**src/rtl/elevator_scheduler_pkg.sv**
```systemverilog
// ============================================================================
// Module      : elevator_pkg
// Description : Shared types and sizes for the elevator scheduler and car FSM.
// Revision    : 1.0 - initial release
// ============================================================================
`default_nettype none

package elevator_pkg;

  localparam int FLOOR_W    = 3;
  localparam int NUM_FLOORS = 8;
  localparam int DWELL_W    = 4;

  typedef enum logic [1:0] {
    IDLE      = 2'd0,
    MOVE_UP   = 2'd1,
    MOVE_DOWN = 2'd2,
    DOOR      = 2'd3
  } sched_state_t;

endpackage

`default_nettype wire

```
**src/rtl/elevator_scheduler_if.sv**
```systemverilog
// ============================================================================
// Module      : elevator_scheduler_if
// Description : Request and car-control signals between a requester and the scheduler.
// Revision    : 1.0 - initial release
// ============================================================================
`default_nettype none

interface elevator_scheduler_if #(
  parameter int NUM_FLOORS = elevator_pkg::NUM_FLOORS,
  parameter int FLOOR_W    = elevator_pkg::FLOOR_W
);

  logic                  req_valid;
  logic [FLOOR_W-1:0]    req_floor;
  logic [FLOOR_W-1:0]    cur_floor;
  logic [FLOOR_W-1:0]    target_floor;
  logic [NUM_FLOORS-1:0] pending;
  logic                  dir_up;
  logic                  door_open;
  logic                  busy;

  modport master (
    output req_valid, req_floor, cur_floor,
    input  target_floor, pending, dir_up, door_open, busy
  );

  modport slave (
    input  req_valid, req_floor, cur_floor,
    output target_floor, pending, dir_up, door_open, busy
  );

endinterface

`default_nettype wire

```
**src/rtl/elevator_floor_picker.sv**
```systemverilog
// ============================================================================
// Module      : elevator_floor_picker
// Description : Finds the nearest pending floor strictly above and strictly below.
// Revision    : 1.0 - initial release
// ============================================================================
`default_nettype none

module elevator_floor_picker #(
  parameter int NUM_FLOORS = elevator_pkg::NUM_FLOORS,
  parameter int FLOOR_W    = elevator_pkg::FLOOR_W
) (
  input  wire [NUM_FLOORS-1:0] pending,
  input  wire [FLOOR_W-1:0]    cur_floor,
  output logic                 up_found,
  output logic [FLOOR_W-1:0]   up_floor,
  output logic                 dn_found,
  output logic [FLOOR_W-1:0]   dn_floor
);

  // Scanning toward cur_floor lets the last hit be the nearest one.
  always_comb begin
    up_found = 1'b0;
    up_floor = '0;
    dn_found = 1'b0;
    dn_floor = '0;
    for (int i = NUM_FLOORS - 1; i >= 0; i--) begin
      if (pending[i] && (FLOOR_W'(i) > cur_floor)) begin
        up_found = 1'b1;
        up_floor = FLOOR_W'(i);
      end
    end
    for (int j = 0; j < NUM_FLOORS; j++) begin
      if (pending[j] && (FLOOR_W'(j) < cur_floor)) begin
        dn_found = 1'b1;
        dn_floor = FLOOR_W'(j);
      end
    end
  end

endmodule

`default_nettype wire

```
**src/rtl/elevator_scheduler.sv**
```systemverilog
// ============================================================================
// Module      : elevator_scheduler
// Description : SCAN request scheduler with door dwell, feeding the car FSM target.
// Revision    : 1.0 - initial release
// ============================================================================
`default_nettype none

module elevator_scheduler #(
  parameter int NUM_FLOORS   = elevator_pkg::NUM_FLOORS,
  parameter int FLOOR_W      = elevator_pkg::FLOOR_W,
  parameter int DWELL_CYCLES = 4
) (
  input wire              clk,
  input wire              rst,
  elevator_scheduler_if.slave bus
);

  import elevator_pkg::*;

  localparam logic [DWELL_W-1:0] C_DWELL = DWELL_W'(DWELL_CYCLES);

  sched_state_t          r_state, w_state_nxt;
  logic [NUM_FLOORS-1:0] r_pending, w_pending_nxt, w_set_mask, w_clr_mask;
  logic [DWELL_W-1:0]    r_dwell, w_dwell_nxt;
  logic                  r_dir_up, w_dir_up_nxt;
  logic [FLOOR_W-1:0]    r_target, w_target_nxt;
  logic                  w_up_found, w_dn_found;
  logic [FLOOR_W-1:0]    w_up_floor, w_dn_floor;
  logic                  w_req_cur, w_at_stop, w_hold;

  elevator_floor_picker #(
    .NUM_FLOORS (NUM_FLOORS),
    .FLOOR_W    (FLOOR_W)
  ) u_picker (
    .pending   (r_pending),
    .cur_floor (bus.cur_floor),
    .up_found  (w_up_found),
    .up_floor  (w_up_floor),
    .dn_found  (w_dn_found),
    .dn_floor  (w_dn_floor)
  );

  assign w_req_cur = bus.req_valid && (bus.req_floor == bus.cur_floor);
  assign w_at_stop = r_pending[bus.cur_floor];
  assign w_hold    = (r_state == IDLE) || (r_state == DOOR);

  always_comb begin
    w_state_nxt  = r_state;
    w_dir_up_nxt = r_dir_up;
    w_dwell_nxt  = '0;
    w_set_mask   = '0;
    w_clr_mask   = '0;

    // A call for the floor the car is parked at opens the door instead of queuing.
    if (bus.req_valid && !(w_req_cur && w_hold)) begin
      w_set_mask[bus.req_floor] = 1'b1;
    end

    case (r_state)
      IDLE: begin
        if (w_req_cur) begin
          w_state_nxt = DOOR;
          w_dwell_nxt = C_DWELL;
        end else if (w_up_found && r_dir_up) begin
          w_state_nxt = MOVE_UP;
        end else if (w_dn_found) begin
          w_state_nxt  = MOVE_DOWN;
          w_dir_up_nxt = 1'b0;
        end else if (w_up_found) begin
          w_state_nxt  = MOVE_UP;
          w_dir_up_nxt = 1'b1;
        end
      end
      MOVE_UP, MOVE_DOWN: begin
        if (w_at_stop) begin
          w_state_nxt = DOOR;
          w_dwell_nxt = C_DWELL;
          w_clr_mask[bus.cur_floor] = 1'b1;
        end else if ((r_state == MOVE_UP) ? !w_up_found : !w_dn_found) begin
          w_state_nxt = IDLE;
        end
      end
      DOOR: begin
        if (w_req_cur) begin
          w_dwell_nxt = C_DWELL;
        end else if (r_dwell > 1) begin
          w_dwell_nxt = r_dwell - 1'b1;
        end else if (r_dir_up && w_up_found) begin
          w_state_nxt = MOVE_UP;
        end else if (!r_dir_up && w_dn_found) begin
          w_state_nxt = MOVE_DOWN;
        end else if (w_up_found) begin
          w_state_nxt  = MOVE_UP;
          w_dir_up_nxt = 1'b1;
        end else if (w_dn_found) begin
          w_state_nxt  = MOVE_DOWN;
          w_dir_up_nxt = 1'b0;
        end else begin
          w_state_nxt = IDLE;
        end
      end
      default: w_state_nxt = IDLE;
    endcase

    w_pending_nxt = (r_pending | w_set_mask) & ~w_clr_mask;

    case (w_state_nxt)
      MOVE_UP:   w_target_nxt = w_up_floor;
      MOVE_DOWN: w_target_nxt = w_dn_floor;
      default:   w_target_nxt = bus.cur_floor;
    endcase
  end

  always_ff @(posedge clk or negedge rst) begin
    if (!rst) begin
      r_state   <= IDLE;
      r_pending <= '0;
      r_dwell   <= '0;
      r_dir_up  <= 1'b1;
      r_target  <= '0;
    end else begin
      r_state   <= w_state_nxt;
      r_pending <= w_pending_nxt;
      r_dwell   <= w_dwell_nxt;
      r_dir_up  <= w_dir_up_nxt;
      r_target  <= w_target_nxt;
    end
  end

  assign bus.target_floor = r_target;
  assign bus.pending      = r_pending;
  assign bus.dir_up       = r_dir_up;
  assign bus.door_open    = (r_state == DOOR);
  assign bus.busy         = (r_state != IDLE);

endmodule

`default_nettype wire

```
**src/flat_wrapper.sv**
```systemverilog
// flat-port wrapper written by rule: the top's interface ports become plain ports
module elevator_scheduler_flat import elevator_pkg::*;
#(
  parameter int NUM_FLOORS   = elevator_pkg::NUM_FLOORS,
  parameter int FLOOR_W      = elevator_pkg::FLOOR_W,
  parameter int DWELL_CYCLES = 4
)
  (clk, rst, bus_req_valid, bus_req_floor, bus_cur_floor, bus_target_floor, bus_pending, bus_dir_up, bus_door_open, bus_busy);
  elevator_scheduler_if #(.NUM_FLOORS(NUM_FLOORS), .FLOOR_W(FLOOR_W)) bus_i ();
  input wire clk;
  input wire rst;
  input wire logic [$bits(bus_i.req_valid)-1:0] bus_req_valid;
  input wire logic [$bits(bus_i.req_floor)-1:0] bus_req_floor;
  input wire logic [$bits(bus_i.cur_floor)-1:0] bus_cur_floor;
  output wire logic [$bits(bus_i.target_floor)-1:0] bus_target_floor;
  output wire logic [$bits(bus_i.pending)-1:0] bus_pending;
  output wire logic [$bits(bus_i.dir_up)-1:0] bus_dir_up;
  output wire logic [$bits(bus_i.door_open)-1:0] bus_door_open;
  output wire logic [$bits(bus_i.busy)-1:0] bus_busy;
  assign bus_i.req_valid = bus_req_valid;
  assign bus_i.req_floor = bus_req_floor;
  assign bus_i.cur_floor = bus_cur_floor;
  assign bus_target_floor = bus_i.target_floor;
  assign bus_pending = bus_i.pending;
  assign bus_dir_up = bus_i.dir_up;
  assign bus_door_open = bus_i.door_open;
  assign bus_busy = bus_i.busy;
  elevator_scheduler #(.NUM_FLOORS(NUM_FLOORS), .FLOOR_W(FLOOR_W), .DWELL_CYCLES(DWELL_CYCLES)) u_core (.clk(clk), .rst(rst), .bus(bus_i));
endmodule
```
**config.mk**
```make
export PLATFORM = sky130hd
export DESIGN_NAME = elevator_scheduler_flat
export DESIGN_NICKNAME = d
export VERILOG_FILES = /design/src/rtl/elevator_scheduler_pkg.sv /design/src/rtl/elevator_scheduler_if.sv /design/src/rtl/elevator_floor_picker.sv /design/src/rtl/elevator_scheduler.sv /design/src/flat_wrapper.sv
export SDC_FILE = /design/constraint.sdc
export NUM_CORES = 1
export LEC_CHECK = 0
export ABC_AREA = 1
export BUFFER_PORTS_ARGS = -buffer_cell sky130_fd_sc_hd__buf_2
export CORE_ASPECT_RATIO = 1.25
export CORE_MARGIN = 1.5
export CORE_UTILIZATION = 40
export DETAILED_ROUTE_END_ITERATION = 7
export SYNTH_ARGS = -nofsm -noshare
export SYNTH_HDL_FRONTEND = slang
export SYNTH_SLANG_ARGS = --single-unit
```
**constraint.sdc**
```tcl
create_clock -name clk -period 1.99 [get_ports clk]
set_input_delay 0.0995 -clock clk [delete_from_list [all_inputs] [get_ports clk]]
set_output_delay 0.0995 -clock clk [all_outputs]
set_load 0.02 [all_outputs]
```
# --- Word level (Yosys, flattened, before mapping) ---
# Cells that the tools add are included.
totals:
  register_bits: 18
  in_bits: 9
  output_inout_bits: 14
  wordCells: 148
classes:
  n_addsub: 1
  magnitude_cmp: 21
  eq_ne: 14
  n_mux: 71
  n_bitwise: 3
  n_reduce_logical: 33
op_table:
  columns: ["op", "n"]
  rows:
  - ["3-bit 2-to-1 mux", 16]
  - ["1-bit 2-to-1 mux", 31]
  - ["2-bit 2-to-1 mux", 12]
  - ["8-bit 2-to-1 mux", 3]
  - ["1-bit logical AND", 23]
  - ["3-bit greater-than comparator, first input constant", 4]
  - ["3-bit < comparator, first input constant", 4]
  - ["2-bit != test, second input constant", 6]
  - ["4-bit one-hot mux with 3 select lines", 1]
  - ["9-bit AND reduction", 1]
  - ["8-bit bitwise AND", 1]
  - ["3-bit by 4-bit < comparator with 1-bit output, second input constant", 2]
  - ["4-bit 2-to-1 mux", 2]
  - ["8-bit inverter", 1]
  - ["8-bit OR", 1]
  - ["1-bit demux with 3-bit select", 2]
  - ["2-bit == test, second input constant", 3]
  - ["3-bit by 1-bit >= comparator with 1-bit output, second input constant", 2]
  - ["1-bit by 3-bit greater-than comparator with 1-bit output, first input constant", 2]
  - ["2-bit by 3-bit greater-than comparator with 1-bit output, first input constant", 2]
  - ["1-bit by 3-bit < comparator with 1-bit output, first input constant", 2]
  - ["2-bit by 3-bit < comparator with 1-bit output, first input constant", 2]
  - ["3-bit by 1-bit != test with 1-bit output, second input constant", 2]
  - ["2-bit one-hot mux with 3 select lines", 1]
  - ["other kinds (12)", 17]

# --- Longest topological paths before layout ---
depth:
  word_depth: 19
  ltp_mapped: 18
  depth_no_buf: 17

# --- By module ---
# Synthesis repeated with hierarchy kept, for this count alone.
unflattened:
  hier_cells: 248
  area_unflattened_um2: 1562.7
by_module_without_submodules:
  columns: ["mod", "instances", "cells_each", "area_per_inst_um2", "seq_area_each_um2"]
  rows:
  - ["elevator_scheduler", 1, 190, 1288.7, 451.7]
  - ["elevator_floor_picker", 1, 58, 274.0, 0.0]

# --- Worst setup path before layout ---
# OpenSTA, ideal clock, no wires.
synth_timing:
  path_kind: "register to register"
  start: "reg u_core.r_state[0]"
  end: "reg u_core.r_target[0], in the netlist u_core.bus.target_floor[0]"
  setup_ns: 0.113
  arrival_ns: 1.907
  required_ns: 1.877
  slack_ns: -0.030
  stages_incl_launch_ff: 14
  n_path_buf: 0
  synth_period_minus_slack_ns: 2.020
  cell_sequence: "dfrtp_1 inv_1 ha_1 nand3_2 nand2_1 inv_1 nand2_1 clkinv_1 a21oi_1 ha_1 a31oi_1 nand2_1 nand2_1 inv_1"
synth_via:
  elab_chain_cells: 7
  elab_cells_between_ends: 18
  classes_between: "eq/ne (5); mux (11); reduce/logical (2)"
synth_lines:
  columns: ["item", "line", "text"]
  rows:
  - ["from (decl)", "elevator_scheduler.sv:22", "sched_state_t r_state, w_state_nxt;"]
  - ["from (signal assigned)", "elevator_scheduler.sv:122", "r_state <= w_state_nxt;"]
  - ["2-bit by 1-bit == test with 1-bit output", "elevator_scheduler.sv:59, elevator_scheduler.sv:79", null]
  - ["1-bit 2-to-1 mux", "elevator_scheduler.sv:79", "end else if ((r_state == MOVE_UP) ? !w_up_found : !w_dn_found) begin"]
  - ["2-bit 2-to-1 mux", "elevator_scheduler.sv:79", null]
  - ["2-bit 2-to-1 mux", "elevator_scheduler.sv:75", "if (w_at_stop) begin"]
  - ["2-bit one-hot mux with 3 select lines *", "elevator_scheduler.sv:59", "case (r_state)"]
  - ["net u_core.w_state_nxt[1]", "elevator_scheduler.sv:22", null]
  - ["2-bit == test or 2-bit by 1-bit == test with 1-bit output (tied branches)", "elevator_scheduler.sv:107", "case (w_state_nxt)"]
  - ["3-bit one-hot mux with 2 select lines *", "elevator_scheduler.sv:107", null]
  - ["net u_core.w_target_nxt[0]", "elevator_scheduler.sv:26", "logic [FLOOR_W-1:0] r_target, w_target_nxt;"]
  - ["to (signal assigned)", "elevator_scheduler.sv:126", "r_target <= w_target_nxt;"]
  - ["to (decl)", "elevator_scheduler.sv:26", null]
# Mark *: on every way through the listed nets, which the timed path passes. The rest lies on a longest branch.
# A chain may end at the register's enable or synchronous reset.

# --- Final worst setup path ---
layout_timing:
  start: "reg u_core.r_pending[4], in the netlist u_core.bus.pending[4]"
  end: "reg u_core.r_target[0], in the netlist u_core.bus.target_floor[0]"
layout_via:
  elab_chain_cells: 14
  elab_cells_between_ends: 43
  classes_between: "eq/ne (2); mux (35); reduce/logical (6)"
layout_lines:
  columns: ["item", "line", "text"]
  rows:
  - ["from (decl)", "elevator_scheduler.sv:23", "logic [NUM_FLOORS-1:0] r_pending, w_pending_nxt, w_set_mask, w_clr_mask;"]
  - ["from (signal assigned)", "elevator_scheduler.sv:123", "r_pending <= w_pending_nxt;"]
  - ["1-bit logical AND, on equally long branches", "elevator_floor_picker.sv:27, elevator_floor_picker.sv:33", null]
  - ["1-bit 2-to-1 mux, on equally long branches (4 in a row)", "elevator_floor_picker.sv:27, elevator_floor_picker.sv:33", null]
  - ["1-bit 2-to-1 mux or 2-bit 2-to-1 mux (tied branches)", "elevator_floor_picker.sv:27, elevator_scheduler.sv:95", null]
  - ["2-bit 2-to-1 mux", "elevator_scheduler.sv:92", "end else if (w_up_found) begin"]
  - ["2-bit 2-to-1 mux", "elevator_scheduler.sv:90", "end else if (!r_dir_up && w_dn_found) begin"]
  - ["2-bit 2-to-1 mux", "elevator_scheduler.sv:88", "end else if (r_dir_up && w_up_found) begin"]
  - ["2-bit 2-to-1 mux", "elevator_scheduler.sv:86", "end else if (r_dwell > 1) begin"]
  - ["2-bit 2-to-1 mux", "elevator_scheduler.sv:84", "if (w_req_cur) begin"]
  - ["2-bit one-hot mux with 3 select lines", "elevator_scheduler.sv:59", null]
  - ["2-bit == test or 2-bit by 1-bit == test with 1-bit output (tied branches)", "elevator_scheduler.sv:107", null]
  - ["3-bit one-hot mux with 2 select lines *", "elevator_scheduler.sv:107", null]
  - ["net u_core.w_target_nxt[0]", "elevator_scheduler.sv:26", null]
# Mark *: on every way through the listed nets, which the timed path passes. The rest lies on a longest branch. The select of a mux whose other input is x is not followed.

==> results.md <==
* Dominant cell type by area after synthesis: dfrtp_1
* CTS buffer count at 3
* Sequential area share after synthesis at 29.3%
* DRC Markers at 0
* Layout cell share with drive strength beyond 1 at 37.0%
* Via count of the first global-routing pass at 1758
* CTS sink cnt at 18
* Critical Path AT at 2.14 ns
* IO Port Bufs at 22
* Worst path max stage delay at 0.42 ns
* Starting Density at 41.1%
* Commonest non-fill, non-tap cells in the layout: 80 x nand2_1, 52 x buf_4, 33 x inv_1
* Startpoint types: flip-flop
* R2R setup slack at 0.004 ns
* Hold Path Depth at 4
* CTS tree: built
* Core Rows at 25
* Cells on worst reg2reg path at 15
* Power density over the cells at 1780 nW/µm²
* Leakage at 1.26 nW
* Fin. Hold Viols at 0
* Core area at 3750 µm²
* Worst Setup End Kind: flip-flop
* Hold Slack at 0.168 ns
* Reg clk slew, reported paths at 0.08 ns
* Max Clock Skew at 0.00701 ns
* CTS root buffer: clkbuf_8
* Mapped Cells at 251
* Final setup viols at 0
* DR WL/cell at 12.8 µm
* Die ar. at 4240 µm²
* Synth Register Bits at 18
* Largest net degree at the start of global routing at 19
* Routed via count at 1854
* Avg Inst Size Synth at 6.15 µm²
* Maximum VDD drop at 722 µV
* Max-cap violations at 0
* WS Path Type: flip-flop to flip-flop
* Placed Area at 2030 µm²
* Synthesis-to-layout area growth at 45.2%
* Post-synth top area share at 27.6%
* Req. time, crit path at 2.15 ns
* RR Endpoint: u_core.bus.target_floor[0]$_DFF_PN0_
* 1st-pass router iterations at 4
* Die width at 58.5 µm
* Hold Crit Class: input port to flip-flop
* Setup ws final at 0.00422 ns
* Most common cell after layout, fill and taps aside: nand2_1
* Nets at 344
* RSZ-0062 raised after global routing: yes
* CTS Buffer Depth at 2
* Synth Net Count at 267
* CP top delay family: simple AND/OR/NAND/NOR gates
* GRT Total Usage at 23.1%
* First-pass GRT wire length at 7.45 mm
* Die height at 72.4 µm
* Post-detailed-route count of antenna-violating nets at 0
* Synth cell types at 29
* CP max stage cell: dfrtp_1
* Vias/cell at 5.05
* Period utilization at 99.8%
* Area of the mapped netlist at 1540 µm²
* Most used cell, CP: nand2_1
* Slew headroom at 72.9%
* Buf+Inv Stages, Crit Path at 1
* Actual slew at the worst max-slew pin at 0.406 ns
* Cell Chain, Critical Path: nand3_1, nand2_1, nor2_1, nand2_1, nand2_1, nand2_1, nand2_1, nand2_1, nand2_1, o21ai_2, ha_4, a31oi_1, nand2_1, nand2_1, inv_1
* Status: finished, final reports clean
* Pins Over Slew Limit at 0
* Synth area leaders: dfrtp_1 28%, nand2_1 21%, inv_1 9.2%
* Post-layout minimum cycle time at 1.99 ns
* Worst skew pair latency at 0.26 ns
* DRT Wirelength at 4.70 mm
* Yosys warns at 0
* Reg2reg start: u_core.bus.pending[4]$_DFF_PN0_
* I/O pin count at 23
* Global route total overflow at 0
* Routability cong. at 0.870
* Hold path start: bus_req_floor[2]
* Hold Path End: u_core.bus.pending[2]$_DFF_PN0_
* Initial DRC count at 105
* Fmax at 504 MHz
* Post-DP HPWL at 3.68 mm
* Initial antenna violation count at 0
* Worst-path maximum fanout at 5
* Post-Place Worst Slack at -0.157 ns
* Util after Layout at 59.7%
* H-Tree Depth at 1
* Design area at 2240 µm²
* Antenna Cells at 0
layout make-up:
cell class              count  area (µm²)
repair buffers             75         510
flip-flops and latches     18         457
fillers                   393        1510
well taps                  40        50.0
clock buffers               4        55.1
inverters                  43         163
multi-input cells         187        1000
worst register-to-register path: cells and delay by family, from the launching register on:
kind	cells	cell delay, ns
AO/OA/AOI/OAI	2	0.21
adder cells (fa/ha/maj)	1	0.25
buffers and inverters	1	0.03
flip-flops	1	0.42
AND/OR/NAND/NOR	11	0.97
power breakdown:
group	leakage (nW)	total, mW	internal [mW]	switching (mW)
registers	0.206	0.729	0.573	0.156
logic	1.02	2.95	1.34	1.60
clock network	0.0288	0.311	0.176	0.135
worst max-delay path by stage:
| stage | start | end | slack (ns) | cells past startpoint |
|---|---|---|---|---|
| after floorplan | u_core.bus.pending[1]$_DFF_PN0_ | u_core.bus.target_floor[0]$_DFF_PN0_ | 0.02 | 14 |
| after global placement | u_core.bus.pending[3]$_DFF_PN0_ | u_core.bus.target_floor[0]$_DFF_PN0_ | -0.13 | 14 |
| after detailed placement | u_core.bus.pending[3]$_DFF_PN0_ | u_core.bus.target_floor[0]$_DFF_PN0_ | -0.16 | 14 |
| after CTS | u_core.bus.pending[4]$_DFF_PN0_ | u_core.bus.target_floor[2]$_DFF_PN0_ | 0.01 | 13 |
| after global routing | u_core.bus.pending[3]$_DFF_PN0_ | u_core.bus.target_floor[0]$_DFF_PN0_ | -0.15 | 15 |
| final | u_core.bus.pending[4]$_DFF_PN0_ | u_core.bus.target_floor[0]$_DFF_PN0_ | 0.004 | 15 |
cell usage after synthesis (all sizes together):
cell type and instances:
nand2 89, inv 42, nor2 26, nand3 21, dfrtp 17, o21ai 15, a21oi 12, ha 7
nor3 5, buf 3, nand3b 3, a22oi 2, a31oi 1, a32oi 1, clkinv 1, dfstp 1
nand4 1, nor4 1, o211ai 1, xnor2 1, xor2 1
metrics by stage:
stage	TNS [ns]	cells	power, mW
after global placement	-0.173	354	3.20
after floorplan	0	251	2.28
after CTS	0	362	3.82
after global routing	-0.355	367	4.39
after detailed placement	-0.272	354	3.21
final	0	367	3.99
timing repair:
| item | 4_1_cts | 5_1_grt |
|---|---|---|
| setup endpoints to repair | 3 | 3 |
| hold endpoints to repair | 17 | 0 |
| resized for setup | 12 | 17 |
| pin swaps | 3 | 8 |
| setup buffers | 3 | 5 |
| hold buffers | 1 | 0 |
registers in the layout, indices dropped and copies added, names as in the netlist:
name	count
u_core.bus.dir_up	1
u_core.r_dwell	4
u_core.bus.target_floor	3
u_core.r_state	2
u_core.bus.pending	8
cells by family after synthesis:
| family | Yosys count | share of synthesized area, % |
|---|---|---|
| AND/OR/NAND/NOR | 146 | 40.6 |
| buffers and inverters | 46 | 11.8 |
| AO/OA/AOI/OAI | 32 | 11.4 |
| flip-flops | 18 | 29.3 |
| adder cells (fa/ha/maj) | 7 | 5.68 |
| XOR/XNOR | 2 | 1.14 |
layer usage:
metal	part of all wire [%]	GRT usage [%]	up-vias	wire, µm
met1	40	27.1	842	1890
met3	3.3	3.21	17	154
met4	3.9	12.9	0	185
li1	-	-	946	-
met5	0	0	-	0
met2	53	39.6	49	2480
(Power assumes the default switching activity.)
